### config.mk
export PLATFORM = sky130hd
export DESIGN_NAME = game_credit_manager_flat
export DESIGN_NICKNAME = d
export VERILOG_FILES = /design/src/rtl/game_pkg.sv /design/src/rtl/game_credit_manager_if.sv /design/src/rtl/game_credit_manager_rise_detect.sv /design/src/rtl/game_credit_manager.sv /design/src/flat_wrapper.sv
export SDC_FILE = /design/constraint.sdc
export NUM_CORES = 1
export LEC_CHECK = 0
export ABC_AREA = 1
export CORE_AREA = 2 2 39 41
export DETAILED_ROUTE_END_ITERATION = 16
export DIE_AREA = 0 0 41 43
export PLACE_DENSITY_LB_ADDON = 0.05
export SLEW_MARGIN = 0
export SYNTH_ARGS = -nofsm -noshare
export SYNTH_HDL_FRONTEND = slang
export SYNTH_HIERARCHICAL = 1
export SYNTH_SLANG_ARGS = --single-unit
### constraint.sdc
create_clock -name clock -period 1.7 [get_ports clock]
set_input_delay 0.255 -clock clock [delete_from_list [all_inputs] [get_ports clock]]
set_output_delay 0.255 -clock clock [all_outputs]
set_load 0.1 [all_outputs]
### src/rtl/game_pkg.sv
// game_pkg: shared types and defaults for the coin acceptor, credit manager and game FSM.
package game_pkg;
  typedef enum logic [1:0] {IDLE, LAUNCH, PLAYING} credit_state_t;
  localparam int MAX_GAMES_DEFAULT = 7;
  localparam int CW_DEFAULT = 4;
endpackage

### src/rtl/game_credit_manager_if.sv
// game_credit_manager_if: acceptor/button/game-FSM handshake bundle for the credit manager.
interface game_credit_manager_if #(parameter int CW = game_pkg::CW_DEFAULT);
  logic Drop;
  logic StartGame;
  logic GameOver;
  logic [CW-1:0] NumGames;
  logic GameStart;
  logic GameActive;
  logic CoinRejected;
  modport master(output Drop, StartGame, GameOver, input NumGames, GameStart, GameActive, CoinRejected);
  modport slave(input Drop, StartGame, GameOver, output NumGames, GameStart, GameActive, CoinRejected);
endinterface

### src/rtl/game_credit_manager_rise_detect.sv
// rise_detect: rising-edge detector whose history resets high so a level held through reset never fires.
module rise_detect (
  input  logic clock,
  input  logic reset_n,
  input  logic d,
  output logic rise
);
  logic q;
  always_ff @(posedge clock or negedge reset_n)
    if (!reset_n) q <= 1'b1;
    else q <= d;
  assign rise = d & ~q;
endmodule

### src/rtl/game_credit_manager.sv
// game_credit_manager: banks coin-drop credits and spends one per debounced StartGame edge.
module game_credit_manager
  import game_pkg::*;
#(
  parameter int MAX_GAMES = MAX_GAMES_DEFAULT,
  parameter int CW = CW_DEFAULT
) (
  input logic clock,
  input logic reset_n,
  game_credit_manager_if.slave bus
);
  credit_state_t state, state_next;
  logic [CW-1:0] num_games, num_next;
  logic game_start, coin_rejected;
  logic start_edge, inc, dec, full, reject;
  rise_detect u_rise (.clock(clock), .reset_n(reset_n), .d(bus.StartGame), .rise(start_edge));
  always_comb begin
    inc = bus.Drop;
    dec = (state == IDLE) & start_edge & (num_games != '0);
    full = num_games == CW'(MAX_GAMES);
    reject = inc & ~dec & full;
    num_next = (inc & dec) ? num_games :
               inc ? (full ? num_games : num_games + 1'b1) :
               dec ? num_games - 1'b1 : num_games;
    // GameOver is only honoured from PLAYING; the 2'b11 encoding falls back to IDLE
    state_next = (state == IDLE) ? (dec ? LAUNCH : IDLE) :
                 (state == LAUNCH) ? PLAYING :
                 (state == PLAYING) ? (bus.GameOver ? IDLE : PLAYING) : IDLE;
  end
  always_ff @(posedge clock or negedge reset_n)
    if (!reset_n) begin
      state <= IDLE;
      num_games <= '0;
      game_start <= 1'b0;
      coin_rejected <= 1'b0;
    end else begin
      state <= state_next;
      num_games <= num_next;
      game_start <= dec;
      coin_rejected <= reject;
    end
  assign bus.NumGames = num_games;
  assign bus.GameStart = game_start;
  assign bus.GameActive = (state == LAUNCH) | (state == PLAYING);
  assign bus.CoinRejected = coin_rejected;
endmodule
### src/flat_wrapper.sv
// flat-port wrapper written by rule: the top's interface ports become plain ports
module game_credit_manager_flat import game_pkg::*;
#(
  parameter int MAX_GAMES = MAX_GAMES_DEFAULT,
  parameter int CW = CW_DEFAULT
)
  (clock, reset_n, bus_Drop, bus_StartGame, bus_GameOver, bus_NumGames, bus_GameStart, bus_GameActive, bus_CoinRejected);
  game_credit_manager_if #(.CW(CW)) bus_i ();
  input logic clock;
  input logic reset_n;
  input wire logic [$bits(bus_i.Drop)-1:0] bus_Drop;
  input wire logic [$bits(bus_i.StartGame)-1:0] bus_StartGame;
  input wire logic [$bits(bus_i.GameOver)-1:0] bus_GameOver;
  output wire logic [$bits(bus_i.NumGames)-1:0] bus_NumGames;
  output wire logic [$bits(bus_i.GameStart)-1:0] bus_GameStart;
  output wire logic [$bits(bus_i.GameActive)-1:0] bus_GameActive;
  output wire logic [$bits(bus_i.CoinRejected)-1:0] bus_CoinRejected;
  assign bus_i.Drop = bus_Drop;
  assign bus_i.StartGame = bus_StartGame;
  assign bus_i.GameOver = bus_GameOver;
  assign bus_NumGames = bus_i.NumGames;
  assign bus_GameStart = bus_i.GameStart;
  assign bus_GameActive = bus_i.GameActive;
  assign bus_CoinRejected = bus_i.CoinRejected;
  game_credit_manager #(.MAX_GAMES(MAX_GAMES), .CW(CW)) u_core (.clock(clock), .reset_n(reset_n), .bus(bus_i));
endmodule
==> impl_metrics.csv <==
group,metric,value,unit
status,status,"finished clean",
finish,drive_above_1_share,0.321,
routing,dr.pass1.iters,4,
finish,multi_input_area,299,µm²
clocking,clk_latency,260,ps
worst_setup_path,path_max_fanout,4,
clocking,cts_tree,"done",
floorplanning,row_count,14,
timing,final-setup-viol-count,0,
place,io_buffers,11,
global_routing,grt_overflow,0,
worst_setup_path,critical_path_class,"input port to flop",
floorplanning,die_y,43,µm
worst_setup_path,ff2ff_path_depth,8,
timing,rsz0062_at_grt,"false",
routing,ant_nets,0,
finish,n_fill_cell,126,
floorplanning,die_area,1760,µm²
routing,wl,967,µm
pwr,p_comb_frac,0.646,
worst_setup_path,r2r_slack,320,ps
routing,num_vias,453,
global_routing,grt_pass1_wl,1820,µm
routing,first_iter_violations,11,
timing,maxSlewViolCount,0,
worst_setup_path,endpoint_kind,"flop",
routing,dr.max_layer_used,"met4",
floorplanning,io_pins,12,
floorplanning,start_util,0.407,
routing,met3WireLength,51,µm
timing,hold_viol_final,0,
hold_path,hp-class,"input port to async pin",
synthesis,ys_types,18,
timing,period_share,0.865,
floorplanning,core,1380,µm²
timing,skew,5.46,ps
clocking,hold_buffers,0,
pwr,swShare,0.537,
place,dp.cells,96,
routing,wl_per_cell,9.67,µm
worst_setup_path,reg2reg_from,"u_core/bus.NumGames[2]",
finish,layout_commonest_cell,"nand2_1",
timing,setup_tns,0,ps
clocking,root_buffer,"clkbuf_4",
global_routing,antenna_found_initial,0,
finish,final_cell_mix,"19 x nand2_1, 8 x nand3_1, 7 x buf_12, 6 x inv_1, 5 x nor2_1",
synthesis,ys_warn_count,6,
synthesis,syn-cell-area,563,µm²
synthesis,synth-seq-cells,9,
pwr,clkPwrFrac,0.098,
clocking,htreeDepth,1,
clocking,post_cts_buffers,0,
synthesis,synth.avg_cell_area,8.40,µm²
clocking,clockBufferDepth,2,
worst_setup_path,setup.worst_path.start_class,"input port",
finish,num-nets-final,95,
worst_setup_path,arrival,1660,ps
routing,drc,0,
synthesis,syn_inst,67,
global_routing,grt_max_degree,10,
global_routing,grt_pass1_vias,475,
floorplanning,die_x,41,µm
synthesis,yosysSeqAreaShare,0.402,
finish,area_growth,43.8,%
clocking,cts_buffers,3,
timing,layout_min_cycle_time,1470,ps
timing,slew_headroom,0.732,
finish,stdcell_count,100,
place,place_congestion,0.732,
job,drv_cap,0,
clocking,cts_sinks,9,
place,dp_hpwl,801,µm
timing,max_freq,680,MHz
routing,met2_length,502,µm
clocking,post_cts_resized,0,
clocking,clk_pin_slew,60,ps
pwr,switchingPower,0.898,mW
finish,layout.area.seq,231,µm²
worst_setup_path,r2r-end,"u_core/bus.NumGames[3]",
global_routing,grtUsageTotal,0.157,
finish,antenna_cells,0,
synthesis,syn-num-nets,77,
routing,viasPerCell,4.53,
worst_setup_path,cp.required,1890,ps
pwr,peakVddDrop,1.00,mV
pwr,p_leak,0.416,nW
pwr,p_int,0.776,mW
routing,drt-met1-wl,398,µm
pwr,pwr-share-seq,0.257,
pwr,power.density,2070,nW/µm²
timing,tightest_slew,401,ps
==> layer usage <==
layer,global-route usage,vias up
li1,-,242
met1,0.175,198
met2,0.244,11
met3,0.0314,2
met4,0.120,0
met5,0,-
==> flip-flops by register name, summed over array words and instances (netlist names) <==
signal	flops
u_core/bus.NumGames	4
u_core/state	2
u_core/bus.CoinRejected	1
u_core/bus.GameStart	1
u_core/u_rise/q	1
==> logic make-up after synthesis <==
| kind of cell | share of synthesized area |
|---|---|
| DFF | 0.402 |
| and+or+nand+nor | 0.351 |
| xor gates and xnor gates | 0.0467 |
| AOI/OAI and AO/OA | 0.00888 |
| adders and majority gates | 0.124 |
| buffers and inverters | 0.0667 |
==> worst max path at each step <==
stage / slack [ps] / startpoint / to / cells after the start
floorplan: 130 / u_core/bus.NumGames[2] / u_core/bus.NumGames[3] / 8
global placement: -3 / bus_Drop / u_core/bus.NumGames[3] / 10
detailed placement: -40 / bus_Drop / u_core/bus.NumGames[3] / 10
CTS: 220 / bus_Drop / u_core/bus.NumGames[3] / 10
global route: 100 / bus_Drop / u_core/bus.NumGames[3] / 10
finish: 230 / bus_Drop / u_core/bus.NumGames[3] / 10
==> through the flow <==
step / utilization / area [µm²] / total power, mW / setup WS [ps] / hold WS, ps
5_1_grt: 0.585 / 810 / 1.80 / 101 / 322
3_3_place_gp: 0.566 / 783 / 1.51 / -2.96 / 455
3_5_place_dp: 0.566 / 783 / 1.53 / -42.5 / 462
2_1_floorplan: - / 568 / 1.15 / 129 / -40.6
4_1_cts: 0.585 / 810 / 1.69 / 221 / 298
6_report: 0.585 / 810 / 1.67 / 230 / 289
==> power by group through the flow <==
| stage | registers (mW) | clock network (mW) | logic, mW |
|---|---|---|---|
| 5_1_grt | 0.447 | 0.183 | 1.17 |
| 3_5_place_dp | 0.437 | 0 | 1.09 |
| 4_1_cts | 0.433 | 0.170 | 1.09 |
| 2_1_floorplan | 0.767 | 0 | 0.381 |
| 6_report | 0.430 | 0.164 | 1.08 |
| 3_3_place_gp | 0.438 | 0 | 1.08 |
==> cell usage after synthesis <==
| cell | number | share of area |
|---|---|---|
| inv_2 | 4 | 0.027 |
| o21ai_1 | 1 | 0.0089 |
| inv_1 | 6 | 0.040 |
| xnor2_1 | 1 | 0.016 |
| nand3_2 | 1 | 0.018 |
| nand2_1 | 19 | 0.13 |
| nand2_2 | 2 | 0.022 |
| nor2_2 | 1 | 0.011 |
| ha_1 | 4 | 0.089 |
| dfstp_2 | 1 | 0.047 |
| xor2_1 | 2 | 0.031 |
| or2_1 | 1 | 0.011 |
| fa_1 | 1 | 0.036 |
| nand3_1 | 8 | 0.071 |
| dfrtp_1 | 8 | 0.36 |
| nor2_4 | 1 | 0.020 |
| nor2_1 | 5 | 0.033 |
| nand4_4 | 1 | 0.038 |
==> worst max-delay path: stages <==
cell,delay (ps)
clkdlybuf4s50_1,490
inv_2,70
ha_1,340
nand2_1,100
nand2_1,50
nor2_1,110
nand2_1,60
nand2_1,60
nand3_1,60
nand2_1,60
==> cell type report <==
type,instances,share of cell area
Sequential cell,9,0.286
Multi-Input combinational cell,48,0.369
Timing Repair Buffer,13,0.241
Clock buffer,4,0.0325
Tap cell,16,0.0247
Inverter,10,0.0464
No activity file was read; power rests on OpenSTA's default activity.
